File: config.mk
export PLATFORM = sky130hd
export DESIGN_NAME = cc_reg_load_arbiter_flat
export DESIGN_NICKNAME = d
export VERILOG_FILES = /design/src/rtl/cc_reg_load_arbiter_if.sv /design/src/rtl/cc_reg_load_arbiter.sv /design/src/flat_wrapper.sv
export SDC_FILE = /design/constraint.sdc
export NUM_CORES = 1
export LEC_CHECK = 0
export BUFFER_PORTS_ARGS = -buffer_cell sky130_fd_sc_hd__buf_2
export CAP_MARGIN = 20
export CORE_UTILIZATION = 35
export CTS_CLUSTER_SIZE = 12
export DETAILED_ROUTE_END_ITERATION = 8
export PLACE_DENSITY = 0.62
export SLEW_MARGIN = 0
export SYNTH_ARGS = -nofsm -noshare
export SYNTH_HDL_FRONTEND = slang
export SYNTH_SLANG_ARGS = --single-unit
File: constraint.sdc
create_clock -name CC_REGARB_CLOCK_50 -period 2.91 [get_ports CC_REGARB_CLOCK_50]
set_clock_uncertainty 0.15 [all_clocks]
set_input_delay 0.582 -clock CC_REGARB_CLOCK_50 [delete_from_list [all_inputs] [get_ports CC_REGARB_CLOCK_50]]
set_output_delay 0.582 -clock CC_REGARB_CLOCK_50 [all_outputs]
set_load 0.005 [all_outputs]
File: src/rtl/cc_reg_load_arbiter_if.sv
// Request/response bundle between the game-logic requesters and the shared-register arbiter.
interface cc_reg_load_arbiter_if #(
   parameter int DATA_WIDTH = 4,
   parameter int NUM_REQ    = 4
);
   logic [NUM_REQ-1:0]    CC_REGARB_req_InBUS;
   logic [DATA_WIDTH-1:0] CC_REGARB_data0_InBUS;
   logic [DATA_WIDTH-1:0] CC_REGARB_data1_InBUS;
   logic [DATA_WIDTH-1:0] CC_REGARB_data2_InBUS;
   logic [DATA_WIDTH-1:0] CC_REGARB_data3_InBUS;
   logic                  CC_REGARB_clear_InHigh;
   logic [NUM_REQ-1:0]    CC_REGARB_grant_OutBUS;
   logic                  CC_REGARB_load_OutHigh;
   logic [DATA_WIDTH-1:0] CC_REGARB_data_OutBUS;
   logic                  CC_REGARB_regClear_OutHigh;

   modport master (
      output CC_REGARB_req_InBUS, CC_REGARB_data0_InBUS, CC_REGARB_data1_InBUS,
             CC_REGARB_data2_InBUS, CC_REGARB_data3_InBUS, CC_REGARB_clear_InHigh,
      input  CC_REGARB_grant_OutBUS, CC_REGARB_load_OutHigh, CC_REGARB_data_OutBUS,
             CC_REGARB_regClear_OutHigh
   );

   modport slave (
      input  CC_REGARB_req_InBUS, CC_REGARB_data0_InBUS, CC_REGARB_data1_InBUS,
             CC_REGARB_data2_InBUS, CC_REGARB_data3_InBUS, CC_REGARB_clear_InHigh,
      output CC_REGARB_grant_OutBUS, CC_REGARB_load_OutHigh, CC_REGARB_data_OutBUS,
             CC_REGARB_regClear_OutHigh
   );
endinterface

File: src/rtl/cc_reg_load_arbiter.sv
// Round-robin arbiter for the write port of one shared CC_REG data register.
// Clear outranks all requests; every output is registered.
module cc_reg_load_arbiter #(
   parameter int DATA_WIDTH = 4,
   parameter int NUM_REQ    = 4
) (
   input logic                  CC_REGARB_CLOCK_50,
   input logic                  CC_REGARB_RESET_InHigh,
   cc_reg_load_arbiter_if.slave bus
);
   typedef enum logic [1:0] {INIT, IDLE, GRANT, CLEAR} state_t;

   state_t                state, stateNext;
   logic [1:0]            ptr, ptrNext;
   logic [NUM_REQ-1:0]    grantNext;
   logic                  loadNext, regClearNext;
   logic [DATA_WIDTH-1:0] dataNext;
   logic [DATA_WIDTH-1:0] dataIn [NUM_REQ];
   logic                  found;
   logic [1:0]            winIdx, idx;

   assign dataIn[0] = bus.CC_REGARB_data0_InBUS;
   assign dataIn[1] = bus.CC_REGARB_data1_InBUS;
   assign dataIn[2] = bus.CC_REGARB_data2_InBUS;
   assign dataIn[3] = bus.CC_REGARB_data3_InBUS;

   // First requester at or above the pointer, wrapping 3->0.
   always_comb begin
      found  = 1'b0;
      winIdx = '0;
      idx    = '0;
      for (int k = 0; k < NUM_REQ; k++) begin
         idx = ptr + 2'(k);
         if (!found && bus.CC_REGARB_req_InBUS[idx]) begin
            found  = 1'b1;
            winIdx = idx;
         end
      end
   end

   always_comb begin
      stateNext    = state;
      ptrNext      = ptr;
      grantNext    = '0;
      loadNext     = 1'b0;
      regClearNext = 1'b0;
      dataNext     = bus.CC_REGARB_data_OutBUS;
      if (state == INIT) begin
         // Register was held clear during INIT; requests are left for next cycle.
         stateNext = IDLE;
      end else if (bus.CC_REGARB_clear_InHigh) begin
         stateNext    = CLEAR;
         regClearNext = 1'b1;
         dataNext     = '0;
      end else if (found) begin
         stateNext         = GRANT;
         grantNext[winIdx] = 1'b1;
         loadNext          = 1'b1;
         dataNext          = dataIn[winIdx];
         ptrNext           = winIdx + 2'd1;
      end else begin
         stateNext = IDLE;
      end
   end

   always_ff @(posedge CC_REGARB_CLOCK_50) begin
      if (CC_REGARB_RESET_InHigh) begin
         state                          <= INIT;
         ptr                            <= '0;
         bus.CC_REGARB_grant_OutBUS     <= '0;
         bus.CC_REGARB_load_OutHigh     <= 1'b0;
         bus.CC_REGARB_data_OutBUS      <= '0;
         bus.CC_REGARB_regClear_OutHigh <= 1'b1;
      end else begin
         state                          <= stateNext;
         ptr                            <= ptrNext;
         bus.CC_REGARB_grant_OutBUS     <= grantNext;
         bus.CC_REGARB_load_OutHigh     <= loadNext;
         bus.CC_REGARB_data_OutBUS      <= dataNext;
         bus.CC_REGARB_regClear_OutHigh <= regClearNext;
      end
   end
endmodule
File: src/flat_wrapper.sv
// flat-port wrapper written by rule: the top's interface ports become plain ports
module cc_reg_load_arbiter_flat 
#(
   parameter int DATA_WIDTH = 4,
   parameter int NUM_REQ    = 4
)
  (CC_REGARB_CLOCK_50, CC_REGARB_RESET_InHigh, bus_CC_REGARB_req_InBUS, bus_CC_REGARB_data0_InBUS, bus_CC_REGARB_data1_InBUS, bus_CC_REGARB_data2_InBUS, bus_CC_REGARB_data3_InBUS, bus_CC_REGARB_clear_InHigh, bus_CC_REGARB_grant_OutBUS, bus_CC_REGARB_load_OutHigh, bus_CC_REGARB_data_OutBUS, bus_CC_REGARB_regClear_OutHigh);
  cc_reg_load_arbiter_if #(.DATA_WIDTH(DATA_WIDTH), .NUM_REQ(NUM_REQ)) bus_i ();
  input logic CC_REGARB_CLOCK_50;
  input logic CC_REGARB_RESET_InHigh;
  input wire logic [$bits(bus_i.CC_REGARB_req_InBUS)-1:0] bus_CC_REGARB_req_InBUS;
  input wire logic [$bits(bus_i.CC_REGARB_data0_InBUS)-1:0] bus_CC_REGARB_data0_InBUS;
  input wire logic [$bits(bus_i.CC_REGARB_data1_InBUS)-1:0] bus_CC_REGARB_data1_InBUS;
  input wire logic [$bits(bus_i.CC_REGARB_data2_InBUS)-1:0] bus_CC_REGARB_data2_InBUS;
  input wire logic [$bits(bus_i.CC_REGARB_data3_InBUS)-1:0] bus_CC_REGARB_data3_InBUS;
  input wire logic [$bits(bus_i.CC_REGARB_clear_InHigh)-1:0] bus_CC_REGARB_clear_InHigh;
  output wire logic [$bits(bus_i.CC_REGARB_grant_OutBUS)-1:0] bus_CC_REGARB_grant_OutBUS;
  output wire logic [$bits(bus_i.CC_REGARB_load_OutHigh)-1:0] bus_CC_REGARB_load_OutHigh;
  output wire logic [$bits(bus_i.CC_REGARB_data_OutBUS)-1:0] bus_CC_REGARB_data_OutBUS;
  output wire logic [$bits(bus_i.CC_REGARB_regClear_OutHigh)-1:0] bus_CC_REGARB_regClear_OutHigh;
  assign bus_i.CC_REGARB_req_InBUS = bus_CC_REGARB_req_InBUS;
  assign bus_i.CC_REGARB_data0_InBUS = bus_CC_REGARB_data0_InBUS;
  assign bus_i.CC_REGARB_data1_InBUS = bus_CC_REGARB_data1_InBUS;
  assign bus_i.CC_REGARB_data2_InBUS = bus_CC_REGARB_data2_InBUS;
  assign bus_i.CC_REGARB_data3_InBUS = bus_CC_REGARB_data3_InBUS;
  assign bus_i.CC_REGARB_clear_InHigh = bus_CC_REGARB_clear_InHigh;
  assign bus_CC_REGARB_grant_OutBUS = bus_i.CC_REGARB_grant_OutBUS;
  assign bus_CC_REGARB_load_OutHigh = bus_i.CC_REGARB_load_OutHigh;
  assign bus_CC_REGARB_data_OutBUS = bus_i.CC_REGARB_data_OutBUS;
  assign bus_CC_REGARB_regClear_OutHigh = bus_i.CC_REGARB_regClear_OutHigh;
  cc_reg_load_arbiter #(.DATA_WIDTH(DATA_WIDTH), .NUM_REQ(NUM_REQ)) u_core (.CC_REGARB_CLOCK_50(CC_REGARB_CLOCK_50), .CC_REGARB_RESET_InHigh(CC_REGARB_RESET_InHigh), .bus(bus_i));
endmodule
==> results of run 1 <==
==> layout make-up <==
class                   instances  area share, %
flip-flops and latches         14           28.3
well taps                      27           3.41
multi-input cells              60           46.6
repair buffers                 32           16.2
inverters                       5           1.89
clock buffers                   4           3.66
==> power breakdown <==
part	switching (mW)	internal, mW	total, mW	leakage, nW
registers	0.00782	0.204	0.212	0.115
clock network	0.0597	0.0760	0.136	0.0210
logic	0.0635	0.0525	0.116	0.319
total	0.131	0.333	0.464	0.455
==> metal layers <==
layer / vias up / GRT usage (%)
met4: 0 / 4.41
met2: 26 / 24.3
li1: 361 / -
met3: 2 / 4.05
met5: - / 0
met1: 307 / 19.5
==> cells by family (layout without fill, tap and decap cells) <==
logic type | Yosys count | after routing | share of synthesized area [%]
flip-flops | 14 | 14 | 36.3
AND/OR/NAND/NOR | 26 | 26 | 20.4
buffers and inverters | 6 | 41 | 3.89
multiplexers | 6 | 6 | 8.27
adder cells (fa/ha/maj) | 4 | 4 | 6.48
AO/OA/AOI/OAI | 24 | 24 | 24.6
==> sequential cells by signal (all words and copies together), names as in the netlist <==
signal                                 cells
u_core.bus.CC_REGARB_grant_OutBUS          4
u_core.bus.CC_REGARB_data_OutBUS           4
u_core.state                               2
u_core.ptr                                 2
u_core.bus.CC_REGARB_load_OutHigh          1
u_core.bus.CC_REGARB_regClear_OutHigh      1
==> worst max-delay path: cells and delay by family <==
kind | cells | cell delay (ns)
AO/OA/AOI/OAI | 2 | 0.26
AND/OR/NAND/NOR | 3 | 0.88
buffers and inverters | 1 | 0.13
==> cells in the final DEF (no fill, tap or decap) <==
master,synthesis,final
buf_2,0,32
dfxtp_1,14,14
nand2_1,6,6
nor2_1,6,6
mux2i_1,5,5
inv_1,4,4
nand3_1,4,4
o21ai_0,4,4
a211o_1,4,4
o311ai_1,4,4
and2_1,4,4
ha_1,4,4
nand2b_1,3,3
a21oi_1,3,3
clkbuf_4,0,3
o22a_2,2,2
mux2i_2,1,1
o22ai_4,1,1
a21oi_2,1,1
nor2_8,1,1
o21a_1,1,1
nor4_2,1,1
nor3_4,1,1
o21bai_1,1,1
a21o_1,1,1
inv_2,1,1
a211oi_1,1,1
o22ai_1,1,1
clkbuf_8,0,1
==> worst max-delay path by stage <==
stage | start | end | slack [ns]
floorplan | bus_CC_REGARB_req_InBUS[2] | u_core.ptr[1]$_SDFFE_PP0P_ | 1.13
global placement | bus_CC_REGARB_req_InBUS[0] | u_core.bus.CC_REGARB_data_OutBUS[0]$_SDFFE_PP0P_ | 0.78
detailed placement | bus_CC_REGARB_req_InBUS[0] | u_core.bus.CC_REGARB_data_OutBUS[0]$_SDFFE_PP0P_ | 0.78
CTS | bus_CC_REGARB_req_InBUS[0] | u_core.bus.CC_REGARB_data_OutBUS[1]$_SDFFE_PP0P_ | 1.08
global route | bus_CC_REGARB_req_InBUS[0] | u_core.bus.CC_REGARB_data_OutBUS[1]$_SDFFE_PP0P_ | 0.86
finish | bus_CC_REGARB_req_InBUS[0] | u_core.bus.CC_REGARB_data_OutBUS[1]$_SDFFE_PP0P_ | 1.05
==> reports/qor.yml, run 1 <==
dp_hpwl_microns: 1210
viasPerCell: 4.90
p_total_uw: 464
grt_pass1_wl_microns: 2800
grt_max_degree: 10
whs_ns: 0.322
worstPathArrival_ns: 1.86
clock_latency_ns: 0.27
clk_pin_slew_worst_paths_ns: 0.08
setup_viol: 0
vias: 696
synth_common_cells: "dfxtp_1 (14), nand2_1 (6), nor2_1 (6), mux2i_1 (5)"
multi_input_area_sq_um: 462
ys_warn_count: 0
r2r-start: "u_core.ptr[1]$_SDFFE_PP0P_"
crit_path_top_delay_cell: "nor4_2"
cts_buffer_depth: 2
root_buffer: "clkbuf_4"
reg2reg_slack_ns: 1.11
synth.distinct_cells: 27
whs_path_depth: 2
synth.net_count: 107
synth_area_leaders: "dfxtp_1 (36%), ha_1 (6.5%), mux2i_1 (6.5%)"
synth_ff_type: "dfxtp_1"
synthToLayoutAreaGrowth_pct: 28.4
ios: 33
first_global_vias: 656
io_buffers: 32
grt_util_all_layers_pct: 15.0
crit_chain: "buf_2, nor4_2, nor3_4, nand2b_1, a211o_1, o311ai_1"
register_area_sq_um: 280
antennaDiodeCount: 0
wl_met1_microns: 758
worst_slew_pin_slew_ns: 0.456
cts.sinks: 14
hold_violations: 0
max-cap-violations: 0
core_area_sq_um: 2020
yosysMostFrequentCell: "dfxtp_1"
routed.top_layer: "met4"
final_max_slew_viol_count: 0
synth_area_sq_um: 772
dieHeight_microns: 49.0
syn_avg_cell_area_sq_um: 9.65
post-route-period-util_pct: 64.0
overflow: 0
htree_levels: 1
powerDensity_nw_per_um2: 468
start_util_pct: 38.2
antenna_found_initial: 0
place_inst: 138
wl_met3_microns: 91
final_area_sq_um: 991
synth_cells: 80
remaining_drc_errors: 0
cts_resized: 0
wl_met2_microns: 657
place_ws_ns: 0.784
cts_buffers: 3
drt-pass1-iter-count: 4
postCtsSetupBuffers: 0
die_area_sq_um: 2400
crit_required_ns: 2.91
ys_ff_latch: 14
reg2reg_to: "u_core.ptr[1]$_SDFFE_PP0P_"
fin_util_pct: 49.0
fmax_mhz: 537
fin_cells: 142
postLayoutSetupSlackWorst_ns: 1.05
ir_drop_uv: 331
synth_top_area_cell: "dfxtp_1"
routed_wl_microns: 1520
crit_path_end_kind: "register"
cts.hold.buffers_added: 0
crit_type: "in2reg"
status: "finished, final reports clean"
cts_tree: "built"
wl_per_cell_microns: 10.7
hold_class: "reg2reg"
drt_iter0_drc: 7
slew_headroom_pct: 69.3
synth_seq_area_share_pct: 36.3
cellLeakagePower_nw: 0.455
rsz0062_at_grt: "no"
fin_crit_ns: 1.86
hold_end: "u_core.bus.CC_REGARB_data_OutBUS[2]$_SDFFE_PP0P_"
max_stage_delay_ns: 0.47
yosys.area.top_type_share_pct: 36.3
num-fill-cells: 206
core.rowCount: 16
crit_path_start_kind: "input pin"
final.setup.tns_ns: 0
synth_edf_count: 0
ant_nets: 0
place_congestion: 0.761
crit_fanout: 9
worstHoldStart: "u_core.bus.CC_REGARB_data_OutBUS[2]$_SDFFE_PP0P_"
placed_area_sq_um: 955
drive_gt1_share_pct: 39.1
rr_worst_depth: 6
fin_nets: 143
die_x_microns: 49.0
async_flop_share_pct: 0
No activity file was read; power rests on OpenSTA's default activity.
==> run 2: changes to the inputs <==
Clock period 2.91 ns to 1.8 ns, I/O delays scaled along.
==> reports/qor.yml, run 2 (same netlist as run 1, synthesis figures left out) <==
layout_common_cells: "buf_2 (32), dfxtp_1 (13), nand2_1 (6), nor2_1 (6), buf_4 (6)"
clock_latency_ns: 0.27  # about the same
worstHoldStart: "CC_REGARB_RESET_InHigh"
crit_required_ns: 1.81  # -1.10 ns
rr_worst_depth: 6  # unchanged
dieHeight_microns: 49.0  # unchanged
rsz0062_at_grt: "no"
antennaDiodeCount: 0  # unchanged
cts_buffers: 3  # unchanged
vias: 726  # +4.3%
cts_buffer_depth: 2  # unchanged
worstPathArrival_ns: 1.69  # -0.17 ns
powerDensity_nw_per_um2: 681  # +45%
postCtsSetupBuffers: 0  # unchanged
max_stage_delay_ns: 0.40  # -0.07 ns
place_ws_ns: -0.0106  # -0.794 ns
ir_drop_uv: 313  # -5.3%
path_buf_inv: 0  # -1
num-fill-cells: 208  # +0.97%
core_area_sq_um: 2020  # unchanged
final_max_slew_viol_count: 0  # unchanged
fmax_mhz: 595
setup_viol: 0  # unchanged
reg2reg_to: "u_core.ptr[1]$_SDFFE_PP0P_"
r2r-start: "u_core.ptr[1]$_SDFFE_PP0P_"
max-cap-violations: 0  # unchanged
multi_input_area_sq_um: 470  # +1.9%
fin_nets: 150  # +4.9%
status: "finished, final reports clean"
cts_tree: "built"
place_congestion: 0.786  # +3.4%
cts.sinks: 14  # unchanged
hold_class: "in2reg"
slew_headroom_pct: 76.9  # +7.5 points
remaining_drc_errors: 0  # unchanged
drive_gt1_share_pct: 43.0  # +3.8 points
hold_end: "u_core.ptr[1]$_SDFFE_PP0P_"
whs_path_depth: 2  # unchanged
routed_wl_microns: 1610  # +6.1%
ios: 33  # unchanged
io_buffers: 32  # unchanged
p_total_uw: 716  # +54%
critPathTopFamily: "multiplexers"
root_buffer: "clkbuf_4"
crit_path_start_kind: "register"
clk_pin_slew_worst_paths_ns: 0.07  # about the same
htree_levels: 1  # unchanged
cellLeakagePower_nw: 0.488  # +7.2%
synthToLayoutAreaGrowth_pct: 36.3
crit_start: "u_core.ptr[1]$_SDFFE_PP0P_"
ant_nets: 0  # unchanged
post-route-period-util_pct: 93.4
fin_crit_ns: 1.68
postLayoutSetupSlackWorst_ns: 0.120  # -0.928 ns
first_global_vias: 669  # +2.0%
worst_slew_pin_slew_ns: 0.346  # -0.110 ns
viasPerCell: 4.91  # about the same
grt_pass1_wl_microns: 2710  # -3.2%
crit_fanout: 7  # -2
hold_violations: 0  # unchanged
drt-pass1-iter-count: 4  # unchanged
antenna_found_initial: 0  # unchanged
reg_top3: "u_core.bus.CC_REGARB_data_OutBUS x4, u_core.bus.CC_REGARB_grant_OutBUS x4"
crit_type: "reg2reg"
die_area_sq_um: 2400  # unchanged
die_x_microns: 49.0  # unchanged
reg2reg_slack_ns: 0.12  # -0.99 ns
crit_path_top_delay_cell: "dfxtp_2"
overflow: 0  # unchanged
grt_util_all_layers_pct: 14.4  # -0.65 points
wl_per_cell_microns: 10.9  # +1.8%
core.rowCount: 16  # unchanged
grt_max_degree: 8  # -2
dp_hpwl_microns: 1310  # +7.7%
register_area_sq_um: 282  # +0.45%
drt_iter0_drc: 7  # unchanged
start_util_pct: 38.2  # unchanged
layout_commonest_cell: "buf_2"
crit_chain: "mux2i_4, o22ai_4, nor2_8, ha_1, mux2i_1, nor2_1"
final_area_sq_um: 1050  # +6.2%
placed_area_sq_um: 1020  # +6.8%
final.setup.tns_ns: 0  # unchanged
crit_path_end_kind: "register"
run 2: changes by cell type in the layout (fill, tap and decap cells not counted):
cell      delta
mux2i_4      +1
mux2i_2      -1
dfxtp_1      -1
dfxtp_2      +1
clkbuf_8     -1
buf_4        +6
buf_12       +1
run 2: cell type report:
type / instances / share of cell area (%)
inverter: 5 / 1.78
tap: 27 / 3.21
multi-input combinational: 60 / 44.7
sequential: 14 / 26.8
timing repair buffer: 39 / 21.4
clock buffer: 3 / 2.14
run 2: through the flow:
step,hold slack [ns],util [%],std cells
after floorplan,0.282,-,80
after global placement,0.309,50.4,145
after detailed placement,0.324,50.4,145
after CTS,0.169,51.5,148
after global routing,0.179,52.0,148
final,0.167,52.0,148
run 2: worst register-to-register path, delay by kind of cell (launching register included):
family / cells / cell delay, ns
DFF: 1 / 0.40
adders and majority gates: 1 / 0.25
muxes: 2 / 0.41
AOI/OAI and AO/OA: 1 / 0.14
and+or+nand+nor: 2 / 0.24
run 2: timing repair:
item                                    4_1_cts  5_1_grt
hold buffers                                  0        0
gates resized for setup                       0        2
endpoints found under the setup margin        0        6
run 2: power breakdown:
group / switching [mW] / total (mW) / internal, mW
logic: 0.109 / 0.210 / 0.102
registers: 0.0108 / 0.342 / 0.331
clock network: 0.0871 / 0.164 / 0.0773
total: 0.206 / 0.716 / 0.510
run 2: worst max-delay path by stage:
stage	endpoint	cells after the start
after floorplan	u_core.ptr[1]$_SDFFE_PP0P_	6
after global placement	u_core.bus.CC_REGARB_data_OutBUS[0]$_SDFFE_PP0P_	7
after detailed placement	u_core.bus.CC_REGARB_data_OutBUS[3]$_SDFFE_PP0P_	7
after CTS	u_core.ptr[1]$_SDFFE_PP0P_	6
after global routing	u_core.ptr[1]$_SDFFE_PP0P_	6
final	u_core.ptr[1]$_SDFFE_PP0P_	6
run 2: metal layers:
layer  wire, microns  track usage, %
met1             776            19.1
met3              79            2.80
met4              13            5.88
met2             743            22.7
met5               0               0
